--- src/rtl/deemph_pkg.sv ---
// rtl/deemph_pkg.sv - shared mode encodings, coefficient constants and FSM encoding for the de-emphasis block
package deemph_pkg;

    localparam logic [1:0] MODE_BYPASS = 2'd0;
    localparam logic [1:0] MODE_50US   = 2'd1;
    localparam logic [1:0] MODE_75US   = 2'd2;

    // A = (1 - exp(-1/(Fs*tau))) * 2^16
    localparam int COEF_50US_48K  = 22332;
    localparam int COEF_75US_48K  = 15895;
    localparam int COEF_50US_192K = 6483;
    localparam int COEF_75US_192K = 4397;

    typedef enum logic [1:0] {
        ST_IDLE = 2'd0,
        ST_CALC = 2'd1,
        ST_OUT  = 2'd2
    } deemph_state_e;

endpackage

--- src/rtl/deemph_update.sv ---
// rtl/deemph_update.sv - single-channel de-emphasis state update, rounding and saturation
//
// Ports:
//   x      : signed input sample (DATA_WIDTH)
//   s      : signed filter state with GUARD fractional bits (DATA_WIDTH+GUARD)
//   coef   : unsigned Q0.COEF_WIDTH filter coefficient A
//   bypass : load the state straight from the scaled input
//   s_next : updated state
//   y      : rounded, saturated output sample
module deemph_update #(
    parameter int DATA_WIDTH = 16,
    parameter int GUARD      = 8,
    parameter int COEF_WIDTH = 16
) (
    input  logic [DATA_WIDTH-1:0]       x,
    input  logic [DATA_WIDTH+GUARD-1:0] s,
    input  logic [COEF_WIDTH-1:0]       coef,
    input  logic                        bypass,
    output logic [DATA_WIDTH+GUARD-1:0] s_next,
    output logic [DATA_WIDTH-1:0]       y
);

    localparam int SW = DATA_WIDTH + GUARD;
    localparam int PW = SW + COEF_WIDTH + 2;

    localparam logic signed [PW-1:0] S_MAX = $signed({{(PW-SW+1){1'b0}}, {(SW-1){1'b1}}});
    localparam logic signed [PW-1:0] S_MIN = $signed({{(PW-SW+1){1'b1}}, {(SW-1){1'b0}}});
    localparam logic signed [SW:0]   RND   = $signed({{(SW+1-GUARD){1'b0}}, 1'b1, {(GUARD-1){1'b0}}});
    localparam logic signed [SW:0]   Y_MAX = $signed({{(GUARD+2){1'b0}}, {(DATA_WIDTH-1){1'b1}}});
    localparam logic signed [SW:0]   Y_MIN = $signed({{(GUARD+2){1'b1}}, {(DATA_WIDTH-1){1'b0}}});

    logic signed [SW-1:0]       xe;
    logic signed [SW:0]         d;
    logic signed [COEF_WIDTH:0] a_s;
    logic signed [PW-1:0]       p;
    logic signed [PW-1:0]       filt;
    logic        [SW-1:0]       s_upd;
    logic signed [SW:0]         r;
    logic signed [SW:0]         y_wide;

    assign xe   = $signed({x, {GUARD{1'b0}}});
    assign d    = $signed({xe[SW-1], xe}) - $signed({s[SW-1], s});
    assign a_s  = $signed({1'b0, coef});
    assign p    = PW'(d) * PW'(a_s);
    // Arithmetic shift floors, so a shrinking positive error can stall a few
    // LSBs below target; the GUARD bits keep that below half an output LSB.
    assign filt = PW'($signed(s)) + (p >>> COEF_WIDTH);

    // The update always lies between s and xe, so this clamp never engages
    // in practice; it keeps the state width honest.
    always_comb begin
        if (filt > S_MAX) begin
            s_upd = {1'b0, {(SW-1){1'b1}}};
        end else if (filt < S_MIN) begin
            s_upd = {1'b1, {(SW-1){1'b0}}};
        end else begin
            s_upd = filt[SW-1:0];
        end
    end

    assign s_next = bypass ? xe : s_upd;

    assign r      = $signed({s_next[SW-1], s_next}) + RND;
    assign y_wide = r >>> GUARD;

    always_comb begin
        if (y_wide > Y_MAX) begin
            y = {1'b0, {(DATA_WIDTH-1){1'b1}}};
        end else if (y_wide < Y_MIN) begin
            y = {1'b1, {(DATA_WIDTH-1){1'b0}}};
        end else begin
            y = y_wide[DATA_WIDTH-1:0];
        end
    end

endmodule

--- src/rtl/multi_channel_deemphasis.sv ---
// rtl/multi_channel_deemphasis.sv - NUM_CH-channel FM de-emphasis IIR sharing one update datapath
//
// Ports:
//   clk       : system clock
//   reset_n   : asynchronous active-low reset
//   clear     : synchronous clear of all channel states
//   mode      : 0/3 bypass, 1 = 50 us, 2 = 75 us (sampled at accept)
//   in_data   : packed signed samples, channel k in [k*DATA_WIDTH +: DATA_WIDTH]
//   in_valid  : sample set valid
//   in_ready  : block idle and able to accept a set
//   out_data  : packed filtered samples, held between pulses
//   out_valid : one-cycle pulse when out_data carries a complete set
module multi_channel_deemphasis
    import deemph_pkg::*;
#(
    parameter int DATA_WIDTH = 16,
    parameter int NUM_CH     = 2,
    parameter int GUARD      = 8,
    parameter int COEF_WIDTH = 16,
    parameter int COEF_50    = COEF_50US_48K,
    parameter int COEF_75    = COEF_75US_48K
) (
    input  logic                         clk,
    input  logic                         reset_n,
    input  logic                         clear,
    input  logic [1:0]                   mode,
    input  logic [NUM_CH*DATA_WIDTH-1:0] in_data,
    input  logic                         in_valid,
    output logic                         in_ready,
    output logic [NUM_CH*DATA_WIDTH-1:0] out_data,
    output logic                         out_valid
);

    localparam int SW   = DATA_WIDTH + GUARD;
    localparam int CH_W = (NUM_CH > 1) ? $clog2(NUM_CH) : 1;
    localparam logic [CH_W-1:0]       LAST_CH = CH_W'(NUM_CH - 1);
    localparam logic [COEF_WIDTH-1:0] A_50    = COEF_WIDTH'(COEF_50);
    localparam logic [COEF_WIDTH-1:0] A_75    = COEF_WIDTH'(COEF_75);

    deemph_state_e                state_q;
    deemph_state_e                state_d;
    logic [CH_W-1:0]              ch_q;
    logic [NUM_CH*DATA_WIDTH-1:0] x_lat_q;
    logic [NUM_CH*DATA_WIDTH-1:0] out_data_q;
    logic [1:0]                   mode_q;
    logic                         clear_pend_q;
    logic [SW-1:0]                st_q [NUM_CH];

    logic [DATA_WIDTH-1:0]        x_sel;
    logic [SW-1:0]                st_sel;
    logic [COEF_WIDTH-1:0]        coef_sel;
    logic                         bypass_sel;
    logic [SW-1:0]                s_next;
    logic [DATA_WIDTH-1:0]        y_new;

    // FSM state register
    always_ff @(posedge clk or negedge reset_n) begin
        if (!reset_n) begin
            state_q <= ST_IDLE;
        end else begin
            state_q <= state_d;
        end
    end

    // FSM next state
    always_comb begin
        state_d = state_q;
        case (state_q)
            ST_IDLE: if (in_valid) state_d = ST_CALC;
            ST_CALC: if (ch_q == LAST_CH) state_d = ST_OUT;
            ST_OUT:  state_d = ST_IDLE;
            default: state_d = ST_IDLE;
        endcase
    end

    // FSM outputs
    always_comb begin
        in_ready  = 1'b0;
        out_valid = 1'b0;
        case (state_q)
            ST_IDLE: in_ready  = 1'b1;
            ST_OUT:  out_valid = 1'b1;
            default: ;
        endcase
    end

    // Channel mux into the shared datapath; mode comes from the latched copy
    // so a change during CALC only affects the next set.
    always_comb begin
        x_sel  = x_lat_q[int'(ch_q)*DATA_WIDTH +: DATA_WIDTH];
        st_sel = st_q[ch_q];
        case (mode_q)
            MODE_50US: begin
                coef_sel   = A_50;
                bypass_sel = 1'b0;
            end
            MODE_75US: begin
                coef_sel   = A_75;
                bypass_sel = 1'b0;
            end
            default: begin
                coef_sel   = '0;
                bypass_sel = 1'b1;
            end
        endcase
    end

    deemph_update #(
        .DATA_WIDTH (DATA_WIDTH),
        .GUARD      (GUARD),
        .COEF_WIDTH (COEF_WIDTH)
    ) u_update (
        .x      (x_sel),
        .s      (st_sel),
        .coef   (coef_sel),
        .bypass (bypass_sel),
        .s_next (s_next),
        .y      (y_new)
    );

    // Datapath: latch at accept, write back one channel per CALC cycle.
    // A clear seen mid-set is deferred to the OUT edge so the set in flight
    // still uses and reports the old states.
    always_ff @(posedge clk or negedge reset_n) begin
        if (!reset_n) begin
            ch_q         <= '0;
            x_lat_q      <= '0;
            mode_q       <= MODE_BYPASS;
            clear_pend_q <= 1'b0;
            out_data_q   <= '0;
            for (int k = 0; k < NUM_CH; k++) begin
                st_q[k] <= '0;
            end
        end else begin
            case (state_q)
                ST_IDLE: begin
                    if (clear) begin
                        for (int k = 0; k < NUM_CH; k++) begin
                            st_q[k] <= '0;
                        end
                    end
                    if (in_valid) begin
                        x_lat_q <= in_data;
                        mode_q  <= mode;
                        ch_q    <= '0;
                    end
                end
                ST_CALC: begin
                    st_q[ch_q] <= s_next;
                    out_data_q[int'(ch_q)*DATA_WIDTH +: DATA_WIDTH] <= y_new;
                    ch_q <= (ch_q == LAST_CH) ? '0 : ch_q + CH_W'(1);
                    if (clear) begin
                        clear_pend_q <= 1'b1;
                    end
                end
                ST_OUT: begin
                    if (clear || clear_pend_q) begin
                        for (int k = 0; k < NUM_CH; k++) begin
                            st_q[k] <= '0;
                        end
                    end
                    clear_pend_q <= 1'b0;
                end
                default: ;
            endcase
        end
    end

    assign out_data = out_data_q;

endmodule

--- config.mk ---
export PLATFORM = sky130hd
export DESIGN_NAME = multi_channel_deemphasis
export DESIGN_NICKNAME = d
export VERILOG_FILES = /design/src/rtl/deemph_pkg.sv /design/src/rtl/deemph_update.sv /design/src/rtl/multi_channel_deemphasis.sv
export SDC_FILE = /design/constraint.sdc
export NUM_CORES = 1
export LEC_CHECK = 0
export ABC_AREA = 1
export CAP_MARGIN = 20
export CORE_MARGIN = 5
export CORE_UTILIZATION = 45
export DETAILED_ROUTE_END_ITERATION = 12
export GPL_TIMING_DRIVEN = 0
export REMOVE_ABC_BUFFERS = 1
export SLEW_MARGIN = 20
export SYNTH_ARGS = -nofsm -noshare
export SYNTH_HDL_FRONTEND = slang
export SYNTH_SLANG_ARGS = --single-unit
--- constraint.sdc ---
create_clock -name clk -period 27.5 [get_ports clk]
set_clock_uncertainty 0.05 [all_clocks]
set_input_delay 6.875 -clock clk [delete_from_list [all_inputs] [get_ports clk]]
set_output_delay 6.875 -clock clk [all_outputs]
set_load 0.02 [all_outputs]
==> results of run 1 <==
-- sequential cells by signal, summed over array words and instances, names as in the netlist --
register and count:
ch_q 1, clear_pend_q 1, mode_q 2, x_lat_q 32
st_q 48, out_data 32, state_q 2
-- critical path, delay by kind of cell (launching register included) --
family	cells	cell delay, ns
fa+ha+maj	10	4.55
simple gates	28	4.45
compound gates	8	2.16
flops	1	0.91
buf+inv	10	0.75
xor+xnor	2	0.40
-- metrics by stage --
stage	worst slack (ns)	area [sq um]	hold slack (ns)	cells	utilization, %
2_1_floorplan	14.95	19600	0.428	2359	-
3_3_place_gp	10.91	21000	0.436	3015	48.6
3_5_place_dp	14.22	21200	0.444	3021	48.9
4_1_cts	14.15	21700	0.457	3053	50.2
5_1_grt	13.02	21700	0.473	3053	50.2
6_report	14.09	21700	0.455	3054	50.2
-- worst paths after layout --
| check | startpoint | to | slack [ns] | depth (start not counted) |
|---|---|---|---|---|
| max in group asynchronous | reset_n | ch_q | 20.32 | 2 |
| hold / removal | x_lat_q[2] | x_lat_q[2] | 0.45 | 2 |
| setup reg to reg | ch_q | out_data[24] | 14.09 | 58 |
| min in group asynchronous | reset_n | out_data[0] | 6.32 | 1 |
| setup / recovery | ch_q | out_data[24] | 14.09 | 58 |
| hold reg to reg | x_lat_q[2] | x_lat_q[2] | 0.45 | 2 |
-- final cells by class --
class	count	share of cell area [%]
Antenna cell	1	0.0115
Clock buffer	20	2.15
Clock inverter	12	0.369
Inverter	633	10.9
Multi-Input combinational cell	1608	65.8
Sequential cell	118	13.6
Tap cell	585	3.37
Timing Repair Buffer	77	3.78
-- cell usage after synthesis (11+ instances only) --
| library cell | count |
|---|---|
| clkbuf_1 | 29 |
| o21ai_0 | 61 |
| ha_1 | 189 |
| a21oi_1 | 97 |
| fa_1 | 305 |
| nand3_1 | 91 |
| nor3_1 | 15 |
| o22ai_1 | 48 |
| nand4_1 | 16 |
| nor2_1 | 163 |
| xnor2_1 | 21 |
| inv_1 | 626 |
| nand2_1 | 364 |
| mux2_2 | 18 |
| xor2_1 | 57 |
| nand2_2 | 19 |
| or2_2 | 49 |
| o21bai_1 | 11 |
| dfrtp_1 | 118 |
-- kinds of logic after synthesis --
family,after synthesis
adder cells (fa/ha/maj),494
multiplexers,18
buffers and inverters,677
AND/OR/NAND/NOR,755
flip-flops,118
AO/OA/AOI/OAI,263
XOR/XNOR,78
-- layer usage --
| metal | vias up | part of all wire, % | GRT usage, % |
|---|---|---|---|
| met1 | 7350 | 46 | 31.4 |
| met4 | 0 | 2.0 | 4.56 |
| met2 | 302 | 48 | 36.3 |
| li1 | 7402 | - | - |
| met5 | - | 0 | 0 |
| met3 | 49 | 3.7 | 2.58 |
==> summary.md, run 1 <==
| Metric | Value |
|---|---|
| Min Tclk post-route | 13.41 ns |
| Vias | 15103 |
| Synth cell types | 48 |
| Largest fanout on the critical path | 81 |
| Multi-input logic area | 14300 sq um |
| Row count | 76 |
| Global-route wire length before repair | 84100 microns |
| Synth top area cells | fa_1, dfrtp_1, ha_1 |
| Final ANT Viol Nets | 0 |
| Initial Utilization | 45.8% |
| Netlist Area Pre-Place | 19800 sq um |
| Crit-path most repeated cell | nand2_1 |
| Total core area | 43300 sq um |
| Ports | 72 |
| Die Wd | 220 microns |
| Die height | 220 microns |
| CTS Sinks | 118 |
| Gr ovfl total | 0 |
| Hold Vio Cnt, Final | 0 |
| Rel. slew slack | 32.2% |
| Xor/xnor share of the synthesized area | 3.45% |
| Vias in the first global route | 15855 |
| Most common cell after layout, fill and taps aside | inv_1 |
| Sequential share of the synthesized area | 14.9% |
| DRC violations left | 0 |
| Most frequent cells in the layout | inv_1, nand2_1, fa_1 |
| Multiplexer share of the synthesized area | 1.02% |
| Yosys top cell by area | fa_1 |
| Clock Tree Root | clkbuf_16 |
| Post-Synth Adder-Cell Area | 42.8% |
| Dpl hpwl | 43100 microns |
| Register Area | 2960 sq um |
| Setup bufs post-CTS | 0 |
| CP peak stage delay | 0.91 ns |
| Post-Syn Instances | 2403 |
| Highest Clock Rate | 0.0746 GHz |
| Detailed Routing Iterations Pass 1 | 5 |
| Placer Congestion | 0.942 |
| Total Routed Length | 50100 microns |
| Required @ worst endpoint | 27.76 ns |
| Total track usage | 21.9% |
| Status | finished clean |
| Pins Over Slew Limit | 0 |
| Via/cell ratio | 4.95 |
| Most used DFF post-synth | dfrtp_1 |
| Asr flop ratio synth | 100% |
| Port bufs | 71 |
| Fraction of the mapped netlist area in simple logic gates | 17.1% |
| Top-area cell type share of the netlist area | 30.8% |
| Initial antenna violation count | 0 |
| Post-synth EDFFs | 0 |
| Startpoint types | register |
| Share of cells above drive strength 1 | 7.09% |
| Hold Buf Count CTS | 0 |
| Max Cap Viol | 0 |
| Clk_lat worst skew | 0.42 ns |
| Maximum clock path buffer count | 2 |
| Worst-path clk slew | 0.05 ns |
| Crit Path Category | reg2reg |
| Worst min-delay path class | reg2reg |
| Post_cts resized | 0 |
| Critical Path AT | 13.67 ns |
| WL/cell | 16.4 microns |
| Largest net degree at the start of global routing | 82 |
| Setup_tns | 0 ns |
| Synthesis-to-finish area growth | 9.68% |
| Period Utilization, post-route | 48.8% |
| CTS tree | yes |
| CTS Buf Count | 17 |
| H-tree depth | 4 |
| Die Area | 48300 sq um |
| Yosys warns | 0 |
| Endpoint class of the critical path | register |
| Fill cells | 4248 |
| Crit-path slowest cell | dfrtp_4 |
| Layout Nets | 2987 |
| Iter 0 DRT Violations | 833 |
| Register bit count reported by yosys | 118 |
| Worst Tran Pin Value | 1.01 ns |
| Synth Area in Compound Gates | 7.64% |
| RSZ-0062 raised after global routing | false |
| Largest family of logic cells by synthesized area | adder cells |
| Syn Area/Cell | 8.24 sq um |
| Final setup vio count | 0 |
Power of run 1 is left out: the tool's default activity adds up to more than one toggle a clock period on the data nets, which glitch-free logic cannot reach.
==> inputs of run 2 (changes only) <==
- clock period: 27.5 -> 13.25 ns (I/O delays scaled with it)
==> run 2 against run 1 <==
  * Count of clock-buffer cells in the layout is the same
  * First-iteration DRC count is 11% higher
  * Non-clock buffer count increased by 5
  * Via count rose by 0.85%
  * Critical path depth is 2 higher
  * Global-route usage increased by 0.12 points
  * Design area rose by 1.0%
==> summary.md, run 2 (synthesis results as in run 1) <==
| Metric | Value |
|---|---|
| Status | finished clean |
| Maximum clock path buffer count | 2 |
| Share of cells above drive strength 1 | 8.49% |
| Final worst slack | 0.816 ns |
| Highest Clock Rate | 0.0804 GHz |
| Endpoint class of the critical path | register |
| Die Wd | 220 microns |
| Ports | 72 |
| Busiest grt layer | met2 |
| Gr ovfl total | 0 |
| Worst Tran Pin Value | 1.12 ns |
| Required @ worst endpoint | 13.51 ns |
| Worst setup endpoint | out_data[21] |
| Iter 0 DRT Violations | 921 |
| Die height | 220 microns |
| Global-route wire length before repair | 84500 microns |
| WL/cell | 16.7 microns |
| CTS tree | yes |
| R2R depth | 60 |
| Final hold slack | 0.455 ns |
| Final setup vio count | 0 |
| Placer Congestion | 0.942 |
| Setup WS pre-CTS | -0.0251 ns |
| Rel. slew slack | 25.2% |
| Total track usage | 22.1% |
| Final ANT Viol Nets | 0 |
| Startpoint types | register |
| CTS Buf Count | 17 |
| Layout Nets | 2992 |
| Most flop-heavy register | st_q |
| Max reg flops | 48 |
| Post-route insts no fill | 3060 |
| Reg-to-reg endpoint | out_data[21] |
| Crit-path most repeated cell | nand2_1 |
| Max Cap Viol | 0 |
| Family with the most delay on the worst path | adder cells |
| Reg2Reg Setup Slack | 0.82 ns |
| Largest fanout on the critical path | 30 |
| Crit path launch | ch_q |
| Inst Count DP | 3021 |
| H-tree depth | 4 |
| Largest net degree at the start of global routing | 80 |
| CTS Sinks | 118 |
| Total core area | 43300 sq um |
| DRC violations left | 0 |
| Port bufs | 71 |
| Crit Path Category | reg2reg |
| Pins Over Slew Limit | 0 |
| Worst min-delay path class | reg2reg |
| Row count | 76 |
| Clock Tree Root | clkbuf_16 |
| Die Area | 48300 sq um |
| Synthesis-to-finish area growth | 10.8% |
| Most frequent cells in the layout | inv_1, nand2_1, fa_1 |
| R2R Path Start | ch_q |
| Hold Vio Cnt, Final | 0 |
| Most common cell after layout, fill and taps aside | inv_1 |
| Initial Utilization | 45.8% |
| Min Tclk post-route | 12.43 ns |
| Period Utilization, post-route | 93.8% |
| Clk_lat worst skew | 0.42 ns |
| Crit-path slowest cell | dfrtp_4 |
| Critical Path AT | 12.70 ns |
| Setup_tns | 0 ns |
| Dpl hpwl | 43100 microns |
| GRT met1 Usage | 31.5% |
| Via/cell ratio | 4.98 |
| Met3 usage | 2.71% |
| Vias | 15232 |
| WP depth | 60 |
| Worst-path clk slew | 0.05 ns |
| Bufs and invs on worst path | 11 |
| Total Routed Length | 51100 microns |
| Register Area | 2960 sq um |
| Multi-input logic area | 14400 sq um |
| Fill cells | 4228 |
| Hold Buf Count CTS | 0 |
| Vias in the first global route | 15921 |
| Detailed Routing Iterations Pass 1 | 5 |
| CP peak stage delay | 0.60 ns |
| Initial antenna violation count | 0 |
| Met2 GRT Util | 36.4% |
## run 2: worst min-delay path by stage
stage | from | to | slack, ns | cells after the start
global route | x_lat_q[29] | x_lat_q[29] | 0.47 | 1
floorplan | x_lat_q[10] | x_lat_q[10] | 0.43 | 2
detailed placement | x_lat_q[29] | x_lat_q[29] | 0.44 | 1
finish | x_lat_q[29] | x_lat_q[29] | 0.45 | 1
global placement | x_lat_q[7] | x_lat_q[7] | 0.44 | 2
CTS | x_lat_q[29] | x_lat_q[29] | 0.46 | 1
## run 2: worst reg2reg max path: cells and delay by family (launching register included)
family / cells / cell delay, ns
and+or+nand+nor: 30 / 4.25
AOI/OAI and AO/OA: 7 / 1.56
xor gates and xnor gates: 2 / 0.40
adders and majority gates: 10 / 4.39
DFF: 1 / 0.60
buffers and inverters: 11 / 1.06
## run 2: per-layer routing
metal	up-vias	share of wire [%]
li1	7424	-
met1	7420	46
met2	339	48
met3	49	4.2
met4	0	2.0
met5	-	0
## run 2: final cells by class
cell class / instances / area share [%]
Sequential cell: 118 / 13.5
Timing Repair Buffer: 82 / 4.07
Multi-Input combinational cell: 1608 / 65.8
Tap cell: 585 / 3.34
Clock buffer: 20 / 2.13
Inverter: 633 / 10.9
Clock inverter: 12 / 0.365
Antenna cell: 2 / 0.0228
## run 2: repair_timing
action                     4_1_cts  5_1_grt
gates resized for setup          0       50
pin swaps                        0        1
setup endpoints to repair       30       32
setup buffers                    1        4
## run 2: through the flow
stage,area (sq um),utilization (%)
final,21900,50.7
after global routing,21900,50.7
after CTS,21700,50.2
after detailed placement,21200,48.9
after global placement,21000,48.6
after floorplan,19600,-
Power of run 2 is left out for the same reason.
